### src/rtl/ip_hdr_tx.sv
// ip_hdr_tx -- IPv4 header generator for the TX path.
//
// Takes one request at a time (source/destination address, protocol and
// payload length). It builds the 20-byte IPv4 header, adds up the header
// checksum one 16-bit word per cycle, and then streams the header out
// DATA_BYTES bytes per beat. The output honours valid/ready backpressure.
// An Identification counter advances once for each header that is fully sent.
//
// Ports
//   clk, rst_n            clock, asynchronous active-low reset
//   req_valid/req_ready   request handshake
//   req_sa, req_da        source / destination IPv4 address
//   req_proto             protocol byte
//   req_plen              payload length in bytes (header excluded)
//   len_err               one-cycle pulse: request dropped, total length overflow
//   m_valid/m_ready       header beat handshake
//   m_data                header bytes; the first byte on the wire is in m_data[7:0]
//   m_last                final header beat
//   ident                 Identification value the next header will carry
module ip_hdr_tx #(
  parameter int          DATA_BYTES = 1,
  parameter logic [7:0]  TTL        = 8'd64,
  parameter logic        DF         = 1'b1,
  parameter logic [15:0] IDENT_INIT = 16'h0000
) (
  input  logic                    clk,
  input  logic                    rst_n,
  input  logic                    req_valid,
  output logic                    req_ready,
  input  logic [31:0]             req_sa,
  input  logic [31:0]             req_da,
  input  logic [7:0]              req_proto,
  input  logic [15:0]             req_plen,
  output logic                    len_err,
  output logic                    m_valid,
  input  logic                    m_ready,
  output logic [8*DATA_BYTES-1:0] m_data,
  output logic                    m_last,
  output logic [15:0]             ident
);

  localparam int DW     = 8 * DATA_BYTES;
  localparam int NBEATS = 20 / DATA_BYTES;

  localparam logic [1:0] S_IDLE = 2'd0;
  localparam logic [1:0] S_CALC = 2'd1;
  localparam logic [1:0] S_FOLD = 2'd2;
  localparam logic [1:0] S_SEND = 2'd3;

  // Largest payload length for which the total length still fits in 16 bits.
  localparam logic [15:0] PLEN_MAX = 16'd65515;

  logic [1:0]   state;
  logic         rdy_en;
  logic [31:0]  sa_q;
  logic [31:0]  da_q;
  logic [7:0]   proto_q;
  logic [15:0]  tl_q;
  logic [15:0]  id_q;
  logic [15:0]  ck_q;
  logic [15:0]  ident_q;
  logic [19:0]  acc;
  logic [3:0]   cnt;
  logic [4:0]   beat;

  logic [15:0]  ck_sel;
  logic [159:0] hdr_flat;
  logic [15:0]  calc_word;
  logic [19:0]  fold1;
  logic [15:0]  fold2;
  logic [15:0]  ck_calc;
  logic [4:0]   beat_sel;
  logic [DW-1:0] nxt_data;

  // req_ready stays low while reset is held. It rises on the first clock
  // after release, because rdy_en is a register that resets to 0.
  assign req_ready = rdy_en && (state == S_IDLE);
  assign ident     = ident_q;

  // Checksum fold. The accumulator can carry up to 4 bits above bit 15.
  // After the first fold the value is at most 0x1000E, so a second fold
  // always fits in 16 bits.
  assign fold1   = {4'b0, acc[15:0]} + {16'b0, acc[19:16]};
  assign fold2   = fold1[15:0] + {12'b0, fold1[19:16]};
  assign ck_calc = ~fold2;

  // NOTE: every signal assigned in an always_comb gets a value on every path
  // (here, unconditionally first) so no latch is inferred.
  always_comb begin
    // In FOLD the checksum is not registered yet, so the first beat uses the
    // freshly computed value. During CALC ck_q is held at 0. That makes the
    // checksum field count as zero in the running sum.
    ck_sel = (state == S_FOLD) ? ck_calc : ck_q;

    // Byte i of the header sits at hdr_flat[8*i +: 8]. The list below runs
    // from byte 19 down to byte 0.
    hdr_flat = {da_q[7:0],  da_q[15:8],  da_q[23:16], da_q[31:24],
                sa_q[7:0],  sa_q[15:8],  sa_q[23:16], sa_q[31:24],
                ck_sel[7:0], ck_sel[15:8], proto_q,   TTL,
                8'h00,      {1'b0, DF, 6'b0}, id_q[7:0], id_q[15:8],
                tl_q[7:0],  tl_q[15:8],  8'h00,       8'h45};

    // Header word cnt: byte 2*cnt is the high byte, byte 2*cnt+1 the low byte.
    calc_word = {hdr_flat[int'(cnt)*16 +: 8], hdr_flat[int'(cnt)*16 + 8 +: 8]};

    // Next beat to load: beat 0 when leaving FOLD, otherwise the one after
    // the current beat.
    beat_sel = (state == S_FOLD) ? 5'd0 : beat + 5'd1;
    nxt_data = hdr_flat[int'(beat_sel)*DW +: DW];
  end

  // NOTE: sequential state uses non-blocking assignments only. All registers
  // then update together on the clock edge, whatever order the statements
  // are written in.
  always_ff @(posedge clk or negedge rst_n) begin
    // NOTE: the captured request fields are reset along with the control
    // state. The header byte mux and the outputs therefore never carry X
    // after reset, even before the first request arrives.
    if (!rst_n) begin
      state   <= S_IDLE;
      rdy_en  <= 1'b0;
      sa_q    <= '0;
      da_q    <= '0;
      proto_q <= '0;
      tl_q    <= '0;
      id_q    <= '0;
      ck_q    <= '0;
      ident_q <= IDENT_INIT;
      acc     <= '0;
      cnt     <= '0;
      beat    <= '0;
      len_err <= 1'b0;
      m_valid <= 1'b0;
      m_data  <= '0;
      m_last  <= 1'b0;
    end else begin
      rdy_en  <= 1'b1;
      len_err <= 1'b0;
      case (state)
        S_IDLE: begin
          if (req_valid && req_ready) begin
            if (req_plen > PLEN_MAX) begin
              // Total length would overflow. Drop the request and stay in IDLE.
              len_err <= 1'b1;
            end else begin
              sa_q    <= req_sa;
              da_q    <= req_da;
              proto_q <= req_proto;
              tl_q    <= req_plen + 16'd20;
              id_q    <= ident_q;
              ck_q    <= '0;
              acc     <= '0;
              cnt     <= '0;
              state   <= S_CALC;
            end
          end
        end

        S_CALC: begin
          acc <= acc + {4'b0, calc_word};
          cnt <= cnt + 4'd1;
          if (cnt == 4'd9) state <= S_FOLD;
        end

        S_FOLD: begin
          ck_q    <= ck_calc;
          m_data  <= nxt_data;
          m_valid <= 1'b1;
          m_last  <= 1'b0;
          beat    <= '0;
          state   <= S_SEND;
        end

        S_SEND: begin
          if (m_ready) begin
            if (m_last) begin
              m_valid <= 1'b0;
              m_data  <= '0;
              m_last  <= 1'b0;
              ident_q <= ident_q + 16'd1;
              state   <= S_IDLE;
            end else begin
              beat   <= beat + 5'd1;
              m_data <= nxt_data;
              m_last <= (beat == 5'(NBEATS - 2));
            end
          end
        end

        default: state <= S_IDLE;
      endcase
    end
  end

endmodule

### config.mk
export PLATFORM = sky130hd
export DESIGN_NAME = ip_hdr_tx
export DESIGN_NICKNAME = d
export VERILOG_FILES = /design/src/rtl/ip_hdr_tx.sv
export SDC_FILE = /design/constraint.sdc
export NUM_CORES = 1
export LEC_CHECK = 0
export ABC_AREA = 1
export CAP_MARGIN = 20
export CORE_ASPECT_RATIO = 1.4
export CORE_MARGIN = 3
export CORE_UTILIZATION = 40
export CTS_CLUSTER_SIZE = 12
export DETAILED_ROUTE_END_ITERATION = 16
export PLACE_DENSITY = 0.62
export SYNTH_ARGS = -nofsm -noshare
export SYNTH_HDL_FRONTEND = slang
export SYNTH_SLANG_ARGS = --single-unit
export TNS_END_PERCENT = 30
### constraint.sdc
create_clock -name clk -period 9.34 [get_ports clk]
set_input_delay 1.868 -clock clk [delete_from_list [all_inputs] [get_ports clk]]
set_output_delay 1.868 -clock clk [all_outputs]
set_load 0.02 [all_outputs]
==> flow_metrics.env <==
export IMPL_cts_setup_buffers=0
export IMPL_ir_drop_v=0.000144
export IMPL_numCtsBuffers=17
export IMPL_cts_tree="yes"
export IMPL_reg2regPathDepth=32
export IMPL_ys_flop_type="dfrtp_1"
export IMPL_synth_most_common_cell="nand2_1"
export IMPL_dp_cells=2043
export IMPL_syn_avg_cell_area_um2=7.12
export IMPL_fin_tns_setup_ps=0
export IMPL_postRouteAntennaNets=0
export IMPL_drt_vias_per_instance=5.44
export IMPL_finalCritPeriodShare_pct=58.3
export IMPL_synthSimpleGateAreaFrac_pct=27.9
export IMPL_synth_common_cells="nand2_1, o21ai_0, dfrtp_1"
export IMPL_period_needed_ps=5440
export IMPL_antennaDiodeCount=0
export IMPL_grtUsageTotal_pct=26.9
export IMPL_synth_async_reset_ratio_pct=100
export IMPL_yosys_cell_types_count=50
export IMPL_htreeDepth=4
export IMPL_max_slew_margin_pct=38.1
export IMPL_grt_use_met3_pct=3.60
export IMPL_clockBufferDepth=2
export IMPL_portBuffers=119
export IMPL_clkTransAtPathRegs_ps=70
export IMPL_synth_compound_area_share_pct=18.5
export IMPL_drt_initial_drc_count=1100
export IMPL_post_dp_hpwl_um=31100
export IMPL_cpMostUsedCell="nand2_1"
export IMPL_ys_seq_area_share_pct=39.1
export IMPL_cp_arrival_ps=5730
export IMPL_cts_resized_gates=0
export IMPL_finalHoldViolations=0
export IMPL_drive_gt1_share_pct=6.92
export IMPL_multi_input_area_um2=6110
export IMPL_initial_core_util_pct=41.1
export IMPL_antenna_found_initial=0
export IMPL_boundaryPins=120
export IMPL_wl_per_cell_um=19.8
export IMPL_synth_fa_ha_area_share_pct=4.06
export IMPL_die_x_um=149
export IMPL_postCtsHoldBufs=0
export IMPL_core_area_um2=27900
export IMPL_die_area_um2=30800
export IMPL_cp_slowest_stage_delay_ps=450
export IMPL_regArea_um2=4480
export IMPL_cap_violations=0
export IMPL_grt_pass1_vias=11000
export IMPL_cts_root_buf="clkbuf_16"
export IMPL_chipHeight_um=206
export IMPL_synth_mux_area_fraction_pct=0
export IMPL_synthTopCellsByArea="dfrtp_1, nand2_1, o21ai_0, inv_1, a21oi_1"
export IMPL_grt_max_degree=72
export IMPL_crit_path_start_kind="flop"
export IMPL_worstSkewPairLatency_ps=440
export IMPL_endpoint_kind="flop"
export IMPL_layoutNonFillerInstCount=2076
export IMPL_worstSetupPathType="flop to flop"
export IMPL_drv_slew=0
export IMPL_netlist_instances=1611
export IMPL_grt_pass1_wl_um=63500
export IMPL_gr_usage_met1_pct=33.2
export IMPL_hold_depth=2
export IMPL_yosys_warnings=0
export IMPL_grt_util_met2_pct=45.4
export IMPL_outcome="finished clean"
export IMPL_power_density_nw_per_um2=350
export IMPL_row_count=72
export IMPL_synthXorXnorAreaFrac_pct=2.75
export IMPL_finalSetupViolCount=0
export IMPL_drcViolationCount=0
export IMPL_cp_slowest_cell="ha_1"
export IMPL_hold_path_class="flop to flop"
export IMPL_synth_seq_cells=179
export IMPL_dr_pass1_iters=5
export IMPL_overflow=0
export IMPL_worst_path_max_fanout=7
export IMPL_worst_pin_slew_ps=928
export IMPL_vias=11300
export IMPL_cts_sinks=179
export IMPL_syn_nets=1739
export IMPL_fill_cells=2811
export IMPL_busiest_layer="met2"
export IMPL_place_gp_congestion=0.950
export IMPL_finalClockSkew_ps=12.0
export IMPL_rsz0062_at_grt="no"
export IMPL_yosysTopAreaCellShare_pct=39.1
export IMPL_nets=1821
export IMPL_synth_edf_count=0
export IMPL_yosysTopAreaCell="dfrtp_1"
export IMPL_fmax_mhz=184
export IMPL_finalHoldWorstSlack_ps=478
export IMPL_synthToLayoutAreaGrowth_pct=18.5
export IMPL_cp_required_ps=9620
export IMPL_synth_top_family_by_area="simple AND/OR/NAND/NOR gates"
export IMPL_syn_area_um2=11500
export IMPL_drt_total_wl_um=41100
export IMPL_leakagePower_nw=6.33
[layout by cell type (no fill, tap or decap), types with 4 or more instances in the layout]
master	count
nand2_1	473
o21ai_0	205
dfrtp_1	178
inv_1	143
clkdlybuf4s50_1	118
a21oi_1	104
nor2_1	102
nand3_1	74
ha_1	34
xor2_1	29
nand2_2	23
o22ai_1	23
clkbuf_16	17
buf_4	14
nor3_1	13
nor2_2	11
nand3_2	11
nand4_1	11
inv_2	10
o21ai_1	10
nor2_4	9
o211ai_1	9
xnor2_1	7
o221ai_1	6
a22oi_1	6
a32o_1	4
a31oi_1	4
[power by group]
| part | internal [mW] | switching, mW |
|---|---|---|
| combinational | 0.828 | 1.81 |
| clock | 0.446 | 0.324 |
| sequential | 1.07 | 0.273 |
| total | 2.35 | 2.40 |
[state kept, by name, indices dropped and copies added (netlist names), 2 cells and up]
name / count
acc: 20
beat: 5
ck_q: 16
cnt: 4
da_q: 32
id_q: 16
ident: 16
m_data: 8
proto_q: 8
sa_q: 32
state: 2
tl_q: 16
[routing by layer]
layer	vias up	wire length [um]
met5	-	0
met4	0	2350
met3	114	2140
met2	448	20300
met1	5297	16300
li1	5441	-
[logic make-up after synthesis]
| logic type | after synthesis |
|---|---|
| simple gates | 742 |
| compound gates | 390 |
| buf+inv | 227 |
| flops | 179 |
| xor+xnor | 36 |
| fa+ha+maj | 36 |
| other cells | 1 |
[through the flow]
| step | instance area [um2] | worst slack [ps] | utilization (%) | power [mW] |
|---|---|---|---|---|
| CTS | 13600 | 3980 | 48.5 | 4.69 |
| floorplan | 11500 | 4920 | - | 3.00 |
| detailed placement | 12900 | 3510 | 46.3 | 3.90 |
| global route | 13600 | 3480 | 48.6 | 5.09 |
| finish | 13600 | 3900 | 48.6 | 4.75 |
| global placement | 12900 | 3620 | 46.3 | 3.88 |
[final timing paths]
path / end / slack [ps] / from
max in group asynchronous: sa_q[27] / 6560 / rst_n
hold reg to reg: m_data[7] / 480 / m_data[7]
setup / recovery: acc[12] / 3900 / acc[18]
min in group asynchronous: da_q[12] / 1430 / rst_n
hold / removal: m_data[7] / 480 / m_data[7]
setup reg to reg: acc[12] / 3900 / acc[18]
[critical path, delay by kind of cell, from the launching register on]
| kind | cells | cell delay (ps) |
|---|---|---|
| compound gates | 11 | 2000 |
| fa+ha+maj | 3 | 1060 |
| flops | 1 | 420 |
| simple gates | 18 | 1820 |
[cell type report]
type,instances,share of cell area [%]
Tap cell,370,3.41
Clock buffer,22,3.49
Multi-Input combinational cell,1205,45.0
Clock inverter,10,1.09
Timing Repair Buffer,134,9.75
Sequential cell,179,33.0
Inverter,156,4.32
Note: power is estimated with default switching activity, not from simulation.
==> edit (same flow settings) <==
`DF`: 1'b1 -> 1'b0.
--- a/src/rtl/ip_hdr_tx.sv
+++ b/src/rtl/ip_hdr_tx.sv
@@ -21,5 +21,5 @@
   parameter int          DATA_BYTES = 1,
   parameter logic [7:0]  TTL        = 8'd64,
-  parameter logic        DF         = 1'b1,
+  parameter logic        DF         = 1'b0,
   parameter logic [15:0] IDENT_INIT = 16'h0000
 ) (
Check against the original RTL: same outputs for any inputs over 4 cycles, from zero or initial values and one cycle with rst_n low; that may be too few to reach the edited logic, so the function may still have changed.
==> edit against the original RTL <==
Utilization down 0.22 points; area after synthesis down 0.77%; wire length is 4.2% lower; sequential cell count unchanged; clock skew grew 0.0012 ns; setup slack gained 0.067 ns; die area down 0.75%; combinational power is 2% lower; non-clock buffer count decreased by 3; design area shrank 0.77%; power fell by 0.75%; critical path type unchanged; critical endpoint is now acc[19].
==> edit: results (changes against the original RTL) <==
Outcome
  – Status: completed

Worst setup path
  – RR Startpoint: acc[2]
  – FF-to-FF setup slack: 3.97 ns (+0.07 ns)
  – Worst reg2reg path depth: 31 (-3.1%)
  – RR Endpoint: acc[19]
  – Setup CP Type: register to register
  – Crit-path slowest cell: dfrtp_1
  – WP data arrival: 5.75 ns (+0.02 ns)

Route
  – Final WL: 39400 um (-4.2%)
  – Detailed Route Iter0 Violations: 1060 (-3.6%)
  – Routed len/inst: 18.8 um (-4.8%)

Finish
  – Top Registers: da_q x32, sa_q x32, acc x20
  – Layout cells sized above 1: 5.06% (-1.9 points)
  – Final nets: 1835 (+0.77%)
  – # fillers: 2828 (+0.60%)

Power and ir drop
  – Worst IR drop on VDD: 0.149 mV (+3.6%)
  – LEAKAGE: 6.54 nW (+3.3%)

Logic synthesis
  – Synth Area in Adders: 4.09% (+0.032 points)
  – Gate Count Post-Synth: 1625 (+0.87%)
  – Leading post-synthesis cells by cell area: dfrtp_1 (39%), nand2_1 (19%), o21ai_0 (7.1%)
  – Compound-Gate Fraction of Synth Area: 16.3% (-2.2 points)
  – Post-synthesis mux area share: 0.704% (+0.70 points)
  – XOR/XNOR Fraction of Synth Area: 2.69% (-0.056 points)

Hold path
  – Hold path start: id_q[13]
  – Hold Path Class: register to register
  – Hold Path Sink: id_q[13]

Placement
  – GP Congestion: 1.00 (+5.3%)
  – Placed Instances: 2058 (+0.73%)
  – DP HPWL: 30000 um (-3.7%)
  – Dpl ws: 4.11 ns (+0.602 ns)

Global route
  – Largest net degree at the start of global routing: 102 (+42%)
  – Initial antenna violation count: 0 (unchanged)
  – Number of global-route vias before repair: 11000 (-0.32%)
  – First-pass GRT wire length: 61100 um (-3.7%)

STA
  – Slew HR: 34.5% (-3.6 points)
==> edit: final cells by class <==
cell class	instances	area share, %
Timing Repair Buffer	131	9.51
Sequential cell	179	33.2
Inverter	145	4.04
Tap cell	370	3.43
Multi-Input combinational cell	1233	45.1
Clock inverter	14	1.49
Clock buffer	18	3.18
==> edit: metrics by stage <==
stage / hold slack (ns) / instance area, sq um
2_1_floorplan: 0.437 / 11400
3_5_place_dp: 0.471 / 12900
3_3_place_gp: 0.468 / 12900
4_1_cts: 0.488 / 13500
6_report: 0.488 / 13500
5_1_grt: 0.510 / 13500
==> edit: kinds of logic (layout without fill, tap and decap cells) <==
kind of cell / count (synthesis) / count (layout)
xor gates and xnor gates: 35 / 35
and+or+nand+nor: 813 / 813
other: 1 / 1
AOI/OAI and AO/OA: 340 / 340
muxes: 8 / 8
buffers and inverters: 213 / 308
DFF: 179 / 179
adders and majority gates: 36 / 36
==> edit: where the power goes <==
part / leakage (nW) / switching [W] / total (W) / internal (W)
Combinational: 3.98 / 0.00174 / 0.00257 / 0.000828
Sequential: 2.25 / 0.000298 / 0.00137 / 0.00107
Clock: 0.310 / 0.000328 / 0.000780 / 0.000452
==> edit: layer usage <==
layer	wire length, um	vias up	GRT usage [%]
li1	-	5459	-
met1	15800	5298	31.8
met2	19500	389	44.4
met3	1930	108	4.05
met4	2160	0	13.4
met5	0	-	0
==> edit: how the worst max path moves through the flow <==
stage / depth (start not counted) / to / slack, ns
6_report: 31 / acc[19] / 3.97
5_1_grt: 33 / acc[18] / 3.39
4_1_cts: 30 / acc[15] / 4.07
3_5_place_dp: 30 / acc[15] / 4.11
3_3_place_gp: 31 / acc[19] / 4.12
2_1_floorplan: 30 / acc[19] / 4.88
